## config.mk

```make
export PLATFORM = sky130hd
export DESIGN_NAME = noc_vc_input_port
export DESIGN_NICKNAME = d
export VERILOG_FILES = /design/src/rtl/noc_pkg.sv /design/src/rtl/noc_vc_fifo.sv /design/src/rtl/noc_vc_input_port.sv
export SDC_FILE = /design/constraint.sdc
export NUM_CORES = 1
export LEC_CHECK = 0
export ABC_CLOCK_PERIOD_IN_PS = 6300
export BUFFER_PORTS_ARGS = -buffer_cell sky130_fd_sc_hd__buf_2
export CAP_MARGIN = 25
export CORE_ASPECT_RATIO = 2
export CORE_MARGIN = 1
export CORE_UTILIZATION = 41
export CTS_BUF_LIST = sky130_fd_sc_hd__clkbuf_16
export CTS_CLUSTER_SIZE = 10
export DETAILED_ROUTE_END_ITERATION = 16
export PLACE_DENSITY = 0.61
export RECOVER_POWER = 100
export REMOVE_ABC_BUFFERS = 1
export SLEW_MARGIN = 20
export SYNTH_ARGS = -nofsm -noshare
export SYNTH_HDL_FRONTEND = slang
export SYNTH_HIERARCHICAL = 1
export SYNTH_SLANG_ARGS = --single-unit
export TNS_END_PERCENT = 20
```

## constraint.sdc

```tcl
create_clock -name clk -period 6.3 [get_ports clk]
set_clock_uncertainty 0.05 [all_clocks]
set_input_delay 1.26 -clock clk [delete_from_list [all_inputs] [get_ports clk]]
set_output_delay 1.26 -clock clk [all_outputs]
set_load 0.01 [all_outputs]
```

## src/rtl/noc_pkg.sv

```systemverilog
// Shared constants and types for the NoC virtual-channel input port.
package noc_pkg;

  localparam int unsigned NOC_DATA_W = 16;
  localparam int unsigned NOC_DEPTH  = 5;
  localparam int unsigned NOC_NUM_VC = 2;

  typedef logic [NOC_DATA_W-1:0] flit_t;

  // VC index width; a single VC still needs one bit of index.
  function automatic int unsigned vc_width(input int unsigned num_vc);
    return (num_vc > 1) ? $clog2(num_vc) : 1;
  endfunction

endpackage

```

## src/rtl/noc_vc_fifo.sv

```systemverilog
// Single virtual-channel circular FIFO with combinational head output.
module noc_vc_fifo #(
  parameter int unsigned DATA_W = 16,
  parameter int unsigned DEPTH  = 5,
  localparam int unsigned CNT_W = $clog2(DEPTH + 1)
) (
  input  logic              clk,
  input  logic              rst,
  input  logic              push_i,
  input  logic              pop_i,
  input  logic [DATA_W-1:0] data_i,
  output logic [DATA_W-1:0] data_o,
  output logic              full_o,
  output logic              empty_o,
  output logic [CNT_W-1:0]  count_o
);

  localparam int unsigned PTR_W = $clog2(DEPTH);

  logic [DATA_W-1:0] mem_q [DEPTH];
  logic [PTR_W-1:0]  rd_q, rd_d, wr_q, wr_d;
  logic [CNT_W-1:0]  cnt_q, cnt_d;
  logic              push_ok, pop_ok;

  assign full_o  = (cnt_q == CNT_W'(DEPTH));
  assign empty_o = (cnt_q == '0);
  assign count_o = cnt_q;
  assign data_o  = mem_q[rd_q];

  // A pop frees the slot the push is about to overwrite when full.
  assign pop_ok  = pop_i & ~empty_o;
  assign push_ok = push_i & (~full_o | pop_ok);

  always_comb begin
    rd_d  = rd_q;
    wr_d  = wr_q;
    cnt_d = cnt_q;
    if (pop_ok) begin
      rd_d = (rd_q == PTR_W'(DEPTH - 1)) ? '0 : rd_q + PTR_W'(1);
    end
    if (push_ok) begin
      wr_d = (wr_q == PTR_W'(DEPTH - 1)) ? '0 : wr_q + PTR_W'(1);
    end
    unique case ({push_ok, pop_ok})
      2'b10:   cnt_d = cnt_q + CNT_W'(1);
      2'b01:   cnt_d = cnt_q - CNT_W'(1);
      default: cnt_d = cnt_q;
    endcase
  end

  always_ff @(posedge clk) begin
    if (rst) begin
      rd_q  <= '0;
      wr_q  <= '0;
      cnt_q <= '0;
    end else begin
      rd_q  <= rd_d;
      wr_q  <= wr_d;
      cnt_q <= cnt_d;
    end
  end

  always_ff @(posedge clk) begin
    if (push_ok) begin
      mem_q[wr_q] <= data_i;
    end
  end

endmodule

```

## src/rtl/noc_vc_input_port.sv

```systemverilog
// NoC input port: per-VC FIFOs, round-robin output grant and credit return.
// Define NOC_INPORT_ERR_EN to enable the sticky protocol-error flag err_o.
module noc_vc_input_port
  import noc_pkg::*;
#(
  parameter int unsigned DATA_W = NOC_DATA_W,
  parameter int unsigned DEPTH  = NOC_DEPTH,
  parameter int unsigned NUM_VC = NOC_NUM_VC,
  localparam int unsigned VC_W  = vc_width(NUM_VC)
) (
  input  logic              clk,
  input  logic              rst,
  input  logic [DATA_W-1:0] data_i,
  input  logic [VC_W-1:0]   vc_i,
  input  logic              write_en,
  input  logic              shift,
  output logic [DATA_W-1:0] data_o,
  output logic [VC_W-1:0]   vc_o,
  output logic              read_valid_o,
  output logic [NUM_VC-1:0] credit_o,
  output logic [NUM_VC-1:0] full_o,
  output logic              err_o
);

  localparam int unsigned CNT_W = $clog2(DEPTH + 1);

  logic [DATA_W-1:0] head [NUM_VC];
  logic [CNT_W-1:0]  cnt  [NUM_VC];
  logic [NUM_VC-1:0] fifo_full, fifo_empty, push_vc, pop_vc;
  logic [VC_W-1:0]   gnt, gnt_q, rr_q, rr_d;
  logic [NUM_VC-1:0] credit_q;
  logic              lock_q, valid, pop, push_ok, vc_ok, found;

  assign valid = ~&fifo_empty;
  assign vc_ok = (32'(vc_i) < NUM_VC);
  assign pop   = shift & valid & ~rst;
  assign push_ok = write_en & ~rst & vc_ok &
                   (~fifo_full[vc_i] | (pop & (gnt == vc_i)));

  // A presented, unpopped flit locks the grant; otherwise search from rr_q.
  always_comb begin
    gnt   = gnt_q;
    found = 1'b0;
    if (!lock_q) begin
      gnt = '0;
      for (int unsigned i = 0; i < NUM_VC; i++) begin
        if (!found && !fifo_empty[VC_W'((32'(rr_q) + i) % NUM_VC)]) begin
          gnt   = VC_W'((32'(rr_q) + i) % NUM_VC);
          found = 1'b1;
        end
      end
    end
  end

  always_comb begin
    rr_d = rr_q;
    if (pop) begin
      rr_d = (gnt == VC_W'(NUM_VC - 1)) ? '0 : gnt + VC_W'(1);
    end
  end

  always_ff @(posedge clk) begin
    if (rst) begin
      gnt_q    <= '0;
      rr_q     <= '0;
      lock_q   <= 1'b0;
      credit_q <= '0;
    end else begin
      gnt_q    <= gnt;
      rr_q     <= rr_d;
      lock_q   <= valid & ~shift;
      credit_q <= pop_vc;
    end
  end

  for (genvar v = 0; v < NUM_VC; v++) begin : g_vc
    assign push_vc[v] = push_ok & (vc_i == VC_W'(v));
    assign pop_vc[v]  = pop & (gnt == VC_W'(v));
    assign full_o[v]  = (cnt[v] == CNT_W'(DEPTH));

    noc_vc_fifo #(
      .DATA_W (DATA_W),
      .DEPTH  (DEPTH)
    ) u_fifo (
      .clk     (clk),
      .rst     (rst),
      .push_i  (push_vc[v]),
      .pop_i   (pop_vc[v]),
      .data_i  (data_i),
      .data_o  (head[v]),
      .full_o  (fifo_full[v]),
      .empty_o (fifo_empty[v]),
      .count_o (cnt[v])
    );
  end

  assign data_o       = valid ? head[gnt] : '0;
  assign vc_o         = valid ? gnt : '0;
  assign read_valid_o = valid;
  assign credit_o     = credit_q;

`ifdef NOC_INPORT_ERR_EN
  logic err_q;

  always_ff @(posedge clk) begin
    if (rst) begin
      err_q <= 1'b0;
    end else if ((write_en & ~push_ok) | (shift & ~valid)) begin
      err_q <= 1'b1;
    end
  end

  assign err_o = err_q;
`else
  assign err_o = 1'b0;
`endif

endmodule

```

Word-level counts from Yosys, hierarchy flattened
Memories as Yosys holds them, arrays and structs flattened. A register that Yosys moved wholly into a read port is not among the register bits.
Cells that the tools add are included.
{"block": "totals", "ff_bits": 23, "out_inout_bits": 23, "wordCells": 104, "mem_count": 2, "mem_bits_ro": 0, "latch_bits": 0, "ramBits": 160, "input_bits": 21}
{"name": "g_vc[0].u_fifo.mem_q", "words": 5, "word_bits": 16, "read_ports": 1, "rd_ports_with_merged_regs": 1, "write_ports": 1, "line": "noc_vc_fifo.sv:20", "text": "logic [DATA_W-1:0] mem_q [DEPTH];"}
{"name": "g_vc[1].u_fifo.mem_q", "words": 5, "word_bits": 16, "read_ports": 1, "rd_ports_with_merged_regs": 1, "write_ports": 1, "line": "noc_vc_fifo.sv:20"}
{"block": "classes", "div": 0, "addsub": 10, "reduce_logical": 9, "eq_ne": 11, "shifts": 0, "n_mul": 0, "muxes": 31, "n_bitwise": 27, "magnitude_cmp": 4}
{"op": "$mux W16", "count": 4}
{"op": "$mux W3", "count": 8}
{"op": "$add A3 B1 Y3 const B", "count": 6}
{"op": "$eq A3 B3 Y1 const B", "count": 6}
{"op": "$mux W1", "count": 17}
{"op": "$and A1 B1 Y1", "count": 14}
{"op": "$pmux W3 S2", "count": 2}
{"op": "$not A1 Y1", "count": 9}
{"op": "$logic_not A3 Y1", "count": 2}
{"op": "$lt A1 B2 Y1 const B", "count": 3}
{"op": "$sub A3 B1 Y3 const B", "count": 2}
{"op": "$eq A2 B1 Y1 const B", "count": 2}
{"op": "$eq A2 B2 Y1 const B", "count": 2}
{"op": "$reduce_bool A2 Y1", "count": 2}
{"op": "$logic_not A1 Y1", "count": 3}
{"op": "$or A1 B1 Y1", "count": 3}
{"op": "$add A1 B1 Y1 const B", "count": 2}
{"op": "$ge A2 B2 Y1 const B", "count": 1}
{"op": "$not A1 Y2", "count": 1}
{"op": "$reduce_and A2 Y1", "count": 1}
{"op": "$eq A1 B1 Y1", "count": 1}
{"op": "$logic_and A1 B1 Y1", "count": 1}

Depth between registers and ports, before layout
Gate-level depths: netlist of the first run.
{"block": "logic_depth", "depth_word": 17, "ltp_mapped": 15, "mapped_depth_nobuf": 12}

Hierarchy
The synthesis of the first run kept the hierarchy.
{"module": "noc_vc_fifo at g_vc[1].u_fifo", "seq_area_each_um2": 2642.5, "area_per_inst_um2": 3744.8, "cells_per_inst": 199, "instances": 1}
{"module": "noc_vc_fifo at g_vc[0].u_fifo", "seq_area_each_um2": 2642.5, "area_per_inst_um2": 3719.8, "cells_per_inst": 200, "instances": 1}
{"module": "noc_vc_input_port", "seq_area_each_um2": 100.1, "area_per_inst_um2": 573.0, "cells_per_inst": 86, "instances": 1}

Worst setup path after synthesis of the first run
Ideal clock, no wire load.
{"block": "synth_path", "kind": "input port to flip-flop", "from": "input port shift", "to": "memory g_vc[0].u_fifo.mem_q[4][0] (enable)", "arrival_ns": 4.208, "n_path_buf": 2, "stages": 7, "setup_slack_ns": 1.605, "setup_ns": 0.436, "required_time_ns": 5.814, "cell_sequence": "a21boi_2 o2111ai_2 a2111oi_2 buf_6 o21ai_2 buf_4 nor4b_1"}
{"block": "synth_via", "elab_chain_len": 9, "word_cells_on_any_way": 12, "classes_between": "mux: 2; bitwise: 10"}
{"element": "from (decl)", "line": "noc_vc_input_port.sv:16", "text": "input logic shift,"}
{"element": "$and A1 B1 Y1 (2 in series)", "line": "noc_vc_input_port.sv:36", "text": "assign pop = shift & valid & ~rst;"}
{"element": "$and A1 B1 Y1", "line": "noc_vc_input_port.sv:38", "text": "(~fifo_full[vc_i] | (pop & (gnt == vc_i)));"}
{"element": "$or A1 B1 Y1", "line": "noc_vc_input_port.sv:38"}
{"element": "$and A1 B1 Y1", "line": "noc_vc_input_port.sv:37", "text": "assign push_ok = write_en & ~rst & vc_ok &"}
{"element": "$and A1 B1 Y1", "line": "noc_vc_input_port.sv:77", "text": "assign push_vc[v] = push_ok & (vc_i == VC_W'(v));"}
{"element": "net push_vc[0]", "line": "noc_vc_input_port.sv:29", "text": "logic [NUM_VC-1:0] fifo_full, fifo_empty, push_vc, pop_vc;"}
{"element": "$and A1 B1 Y1", "line": "noc_vc_fifo.sv:32", "text": "assign push_ok = push_i & (~full_o | pop_ok);"}
{"element": "$mux W1", "line": "noc_vc_fifo.sv:64", "text": "if (push_ok) begin"}
{"element": "$mux W1 (not written as such)", "line": "noc_vc_fifo.sv:65", "text": "mem_q[wr_q] <= data_i;"}
{"element": "to (decl)", "line": "noc_vc_fifo.sv:20"}
The timed path passes the listed nets, and every way through them passes these cells.

Worst setup path after layout of the first run
{"block": "layout_path", "from": "register g_vc[0].u_fifo.cnt_q[0]", "to": "memory g_vc[1].u_fifo.mem_q[1][13] (enable)"}
{"block": "layout_via", "elab_chain_len": 17, "word_cells_on_any_way": 32, "classes_between": "eq/ne: 2; mux: 13; bitwise: 11; reduce/logical: 6"}
{"element": "from (decl)", "line": "noc_vc_fifo.sv:22", "text": "logic [CNT_W-1:0] cnt_q, cnt_d;"}
{"element": "from (signal assigned)", "line": "noc_vc_fifo.sv:59", "text": "cnt_q <= cnt_d;"}
{"element": "$logic_not A3 Y1 (*)", "line": "noc_vc_fifo.sv:26", "text": "assign empty_o = (cnt_q == '0);"}
{"element": "net fifo_empty[0]", "line": "noc_vc_input_port.sv:29"}
{"element": "$mux W1 (not written as such) (2 in series)", "line": "noc_vc_input_port.sv:47", "text": "if (!found && !fifo_empty[VC_W'((32'(rr_q) + i) % NUM_VC)]) begin"}
{"element": "$mux W1", "line": "noc_vc_input_port.sv:47"}
{"element": "$mux W1", "line": "noc_vc_input_port.sv:44", "text": "if (!lock_q) begin"}
{"element": "$logic_not A1 Y1", "line": "noc_vc_input_port.sv:47"}
{"element": "$logic_and A1 B1 Y1", "line": "noc_vc_input_port.sv:47"}
{"element": "$mux W1", "line": "noc_vc_input_port.sv:47"}
{"element": "[... 2 more ...]"}
{"element": "$and A1 B1 Y1 (*)", "line": "noc_vc_input_port.sv:38"}
{"element": "$or A1 B1 Y1 (*)", "line": "noc_vc_input_port.sv:38"}
{"element": "$and A1 B1 Y1 (*)", "line": "noc_vc_input_port.sv:37"}
{"element": "$and A1 B1 Y1 (*)", "line": "noc_vc_input_port.sv:77"}
{"element": "net push_vc[1]", "line": "noc_vc_input_port.sv:29"}
{"element": "$and A1 B1 Y1 (*)", "line": "noc_vc_fifo.sv:32"}
{"element": "$mux W1 (*)", "line": "noc_vc_fifo.sv:64"}
{"element": "$mux W1 (not written as such) (*)", "line": "noc_vc_fifo.sv:65"}
{"element": "to (decl)", "line": "noc_vc_fifo.sv:20"}
The timed path passes the listed nets; every way through them passes the cells marked *. The select of a mux whose other input is x is not followed.

==> results.yml, run 1 <==
clock_network:
  clk_pin_slew_ns: 0.07
  cts_tree: "built"
  ctsLongestPathBuffers: 2
  cts_hold_buf: 0
  post_cts_resized: 0
  cts_made_buffers: 17
  clk_latency_ns: 0.43
  htreeDepth: 4
  post-cts-setup-buffer-count: 0
  root_buffer: "clkbuf_16"
  cts_sinks: 189
floorplan:
  start_util_pct: 41.7
  dieArea_um2: 20200
  core_um2: 19300
  die_width_um: 101
  die_height_um: 200
  ios: 44
  fp-row-count: 72
cells_and_area:
  drive_gt1_share_pct: 19.5
  seqCellArea_um2: 5390
  antenna_cells: 0
  n_fill_cell: 1710
  multiInputGateArea_um2: 2360
  fin_nets: 562
  syn_to_final_growth_pct: 12.2
detailed_routing:
  vias_per_cell: 5.44
  ant_nets: 0
  dr.pass1.iters: 5
  wl_per_cell_um: 20.9
  drcViolationCount: 0
  wl_um: 16800
  drt-initial-drc-count: 163
  num_vias: 4371
sta:
  setup_viol_count_final: 0
  tightest_slew_ns: 1.83
  drv_slew: 34
  tns_ns: 0
  final-hold-violation-count: 0
  grt_setup_unrepaired: "no"
  max_freq_ghz: 0.198
  min_period_ns: 5.04
  relSlewSlack_pct: -21.9
  post-route-period-util_pct: 80.0
status:
  violations: "max-capacitance violations, max-slew violations"
  outcome: "finished with violations"
run:
  maxCapViolations: 1
power:
  power_density_nw_per_um2: 303
  peakVddDrop_v: 0.000213
  total_leakage_power_uw: 0.00297
  finalPower_uw: 2730
grt:
  grt_max_degree: 34
  grt_pass1_vias: 4615
  track_usage_pct: 17.8
  grt_pass1_wl_um: 25300
  grt_overflow: 0
  grt_antenna_before_repair: 0
synth:
  syn-cell-area_um2: 8040
  synth_top_family_by_area: "multiplexers"
  ys_async_sr_fraction_pct: 0
  muxShareOfSynthArea_pct: 16.8
  synth_top_area_share_pct: 59.8
  synthSimpleGateAreaFrac_pct: 5.96
  yosys-top-cells-area: "edfxtp_1 (60%), dfxtp_1 (7.2%), mux4_2 (5.6%), mux2_2 (4.6%), mux4_1 (3.9%)"
  ys.flop_type: "edfxtp_1"
  synth_compound_area_share_pct: 4.69
  synth_fa_ha_area_share_pct: 1.74
  synthCells: 485
  syn_avg_cell_area_um2: 16.6
  ys_seq_elements: 189
  synth_xor_area_share_pct: 0.109
  ys_types: 55
  yosysSeqAreaShare_pct: 67.0
  yosysWarningCount: 6
  yosys.area.top_type: "edfxtp_1"
  synth_edf_count: 160
min_path:
  hold_class: "reg -> reg"
critical_path:
  critPathKind: "reg -> reg"
  endpoint_kind: "register"
  worstPathRequired_ns: 6.30
  critical_path_peak_fanout: 14
  worstPathArrival_ns: 5.04
  start_kind: "register"
placed_design:
  io_buffers: 42
  gp_congestion: 0.695
  dp_hpwl_um: 10700
power by group:
group | internal [µW] | switching, µW
registers | 1370 | 15.7
clock network | 663 | 452
logic | 82.2 | 147
total | 2120 | 615
state kept, by name, summed over array words and instances, names as in the netlist, named ones only:
signal               cells
credit_o                 2
g_vc.u_fifo/rd_q         6
rr_q                     1
g_vc.u_fifo/mem_q      160
g_vc.u_fifo/wr_q         6
gnt_q                    1
g_vc.u_fifo/count_o      6
lock_q                   1
synthesized netlist by cell type (8+ instances only):
cell	instances
edfxtp_1	160
nand2_1	48
mux2_2	33
dfxtp_1	29
mux2i_1	21
nor2_1	21
mux4_2	20
inv_1	19
a21oi_1	12
mux4_1	12
buf_6	8
ha_1	8
nor4_1	8
kinds of logic after synthesis:
group	count (synthesis)
other	1
xor gates and xnor gates	1
adders and majority gates	10
and+or+nand+nor	100
DFF	189
muxes	86
AOI/OAI and AO/OA	49
buffers and inverters	49
cells in the final DEF (no fill, tap or decap), types with 4 or more instances in the layout:
cell type and instances:
edfxtp_1 160, nand2_1 48, clkbuf_1 45, mux2_2 33, dfxtp_1 28, mux2i_1 21
nor2_1 21, inv_1 20, mux4_2 20, clkbuf_16 17, a21oi_1 12, mux4_1 12
o21ai_0 9, ha_1 8, a211oi_1 6, buf_4 6, nor4_2 5, bufinv_16 4
o31ai_1 4, buf_2 4
final timing paths:
kind	startpoint	end	slack, ns	cells after the start
min	rr_q	rr_q	0.43	2
min reg2reg	rr_q	rr_q	0.43	2
max	g_vc[0].u_fifo/count_o[0]	g_vc[1].u_fifo/mem_q[1][13]	1.26	8
max reg2reg	g_vc[0].u_fifo/count_o[0]	g_vc[1].u_fifo/mem_q[1][13]	1.26	8
per-stage QoR:
step / hold slack [ns] / instance area, µm² / util, % / setup slack [ns] / std cells
finish: 0.432 / 9020 / 46.8 / 1.26 / 803
global route: 0.464 / 9020 / 46.8 / 0.870 / 803
CTS: 0.435 / 9130 / 47.4 / 1.89 / 802
detailed placement: 0.421 / 8510 / 44.2 / 1.89 / 770
global placement: 0.411 / 8510 / 44.1 / 2.05 / 770
floorplan: 0.386 / 7820 / - / 1.38 / 456
metal layers:
layer | track usage, % | vias up | routed length (µm)
met5 | 0 | - | 0
met4 | 9.82 | 0 | 509
met3 | 3.24 | 37 | 518
met2 | 33.9 | 136 | 9660
met1 | 17.7 | 2222 | 6080
li1 | - | 1976 | -
area by class of cell:
class                   count  share of cell area [%]
well taps                 259                    3.59
clock buffers              17                    4.72
inverters                  20                   0.833
flip-flops and latches    189                    59.7
repair buffers             56                    2.76
multi-input cells         247                    26.2
clock inverters            15                    2.16
worst max-delay path: stages (launching register included):
cell and delay (ns):
dfxtp_1 0.40, nor3_1 0.54, o21bai_1 0.15, o21a_1 0.37, clkbuf_1 0.55, o22ai_1 0.90, o21ai_4 0.23, nor4_2 0.77
clkbuf_1 0.68
(Power assumes the default switching activity.)
==> run 2: changes to the inputs <==
- ABC_CLOCK_PERIOD_IN_PS: 6300 -> 4200
- PLACE_DENSITY: 0.61 -> 0.63
- clock period: 6.3 -> 4.2 ns (I/O delays scaled with it)
==> results.yml, run 2 (synthesized netlist as in run 1, its figures left out) <==
cells_and_area:
  layout.cells.non_filler: 809
  syn_to_final_growth_pct: 13.2
  final_cell_mix: "edfxtp_1 (160), nand2_1 (48), clkbuf_1 (36), mux2_2 (33), dfxtp_1 (29)"
  fin_nets: 568
  largest_register_ff_count: 160
  antenna_cells: 0
  final_common_cell: "edfxtp_1"
  drive_gt1_share_pct: 22.2
  fin_util_pct: 47.2
  top_register: "g_vc.u_fifo/mem_q"
detailed_routing:
  wl_per_cell_um: 19.7
  vias_per_cell: 5.27
  ant_nets: 0
  drt-initial-drc-count: 190
  dr.pass1.iters: 4
  num_vias: 4260
  drcViolationCount: 0
  wl_um: 15900
critical_path:
  worst_path_most_repeated_cell: "buf_4"
  worstPathArrival_ns: 3.79
  cp_cell_sequence: "nor3_1, o21bai_1, o2111ai_1, a2111oi_0, buf_4, o21ai_0, nor4b_2, buf_4"
  critical_path_peak_fanout: 16
  start_kind: "register"
  reg2reg_slack_ns: 0.47
  endpoint_kind: "register"
  critPathTopFamily: "compound AO/OA/AOI/OAI gates"
  critPathKind: "reg -> reg"
  slowest_delay_ns: 0.51
  slowest_stage: "o21ai_0"
  worstPathRequired_ns: 4.26
  reg2reg_from: "g_vc[1].u_fifo/count_o[2]"
  critPathBufInv: 2
  reg2regPathDepth: 8
  r2r_end: "g_vc[0].u_fifo/mem_q[4][14]"
floorplan:
  start_util_pct: 41.7
  fp-row-count: 72
  die_height_um: 200
  core_um2: 19300
  die_width_um: 101
  dieArea_um2: 20200
  ios: 44
sta:
  final-hold-violation-count: 0
  setup_viol_count_final: 0
  min_period_ns: 3.73
  post-route-period-util_pct: 88.7
  grt_setup_unrepaired: "no"
  tightest_slew_ns: 1.53
  relSlewSlack_pct: -3.26
  drv_slew: 12
  max_freq_ghz: 0.268
min_path:
  hold_start: "rr_q"
  holdPathEnd: "rr_q"
  worstHoldPathCells: 2
  hold_class: "reg -> reg"
grt:
  track_usage_pct: 17.0
  grt_pass1_wl_um: 24200
  grt_max_degree: 34
  grt_pass1_vias: 4394
  grt_overflow: 0
  grt_antenna_before_repair: 0
placed_design:
  dp_hpwl_um: 10100
  gp_congestion: 0.788
  io_buffers: 42
  dpl.cell_count: 776
clock_network:
  cts_sinks: 189
  cts_hold_buf: 0
  post-cts-setup-buffer-count: 0
  htreeDepth: 4
  post_cts_resized: 0
  cts_made_buffers: 17
  ctsLongestPathBuffers: 2
  clk_pin_slew_ns: 0.06
  clk_latency_ns: 0.43
  root_buffer: "clkbuf_16"
  cts_tree: "built"
power:
  power_density_nw_per_um2: 445
  peakVddDrop_v: 0.000305
  total_leakage_power_uw: 0.00306
run:
  maxCapViolations: 1
status:
  violations: "max-capacitance violations, max-slew violations"
  outcome: "finished with violations"
[run 2: worst max-delay path by stage]
stage | start | end | slack (ns) | depth (start not counted)
after global routing | g_vc[0].u_fifo/count_o[0] | g_vc[0].u_fifo/mem_q[4][4] | 0.17 | 7
after detailed placement | g_vc[0].u_fifo/count_o[0] | g_vc[1].u_fifo/count_o[1] | 0.82 | 11
final | g_vc[1].u_fifo/count_o[2] | g_vc[0].u_fifo/mem_q[4][14] | 0.47 | 8
after CTS | g_vc[1].u_fifo/count_o[2] | data_o[1] | 0.51 | 6
after global placement | rst | g_vc[0].u_fifo/count_o[2] | 0.93 | 9
after floorplan | g_vc[0].u_fifo/count_o[0] | g_vc[1].u_fifo/mem_q[4][0] | -0.41 | 6
[run 2: area by class of cell]
class,count,area [µm²]
Clock buffer,23,576
Clock inverter,9,45.0
Fill cell,1685,10200
Inverter,20,75.1
Multi-Input combinational cell,247,2370
Sequential cell,189,5390
Tap cell,259,324
Timing Repair Buffer,62,325
[run 2: per-stage QoR]
| stage | power (µW) | setup TNS [ns] | worst slack, ns | hold slack [ns] | instance area (µm²) |
|---|---|---|---|---|---|
| 3_3_place_gp | 2470 | 0 | 0.935 | 0.409 | 8550 |
| 5_1_grt | 4180 | 0 | 0.172 | 0.479 | 9100 |
| 2_1_floorplan | 2330 | -29.07 | -0.415 | 0.386 | 7820 |
| 4_1_cts | 4110 | 0 | 0.508 | 0.460 | 9180 |
| 6_report | 4050 | 0 | 0.473 | 0.457 | 9100 |
| 3_5_place_dp | 2490 | 0 | 0.818 | 0.448 | 8560 |
[run 2: report_power, final]
part,leakage [µW],switching [µW],internal [µW]
logic,0.00106,213,125
registers,0.00168,22.3,2060
clock network,0.000323,667,963
total,0.00306,903,3150
[run 2: routing by layer]
metal  share of wire [%]  track usage (%)  up-vias
met5                   0                0        -
met3                 3.3             3.86       17
met1                  37             17.3     2175
met2                  57             31.9       82
li1                    -                -     1986
met4                 2.3             8.43        0
[run 2: worst register-to-register path: stages, from the launching register on]
cell and delay, ns:
dfxtp_1 0.43, nor3_1 0.50, o21bai_1 0.22, o2111ai_1 0.21
a2111oi_0 0.49, buf_4 0.24, o21ai_0 0.51, nor4b_2 0.42
buf_4 0.33
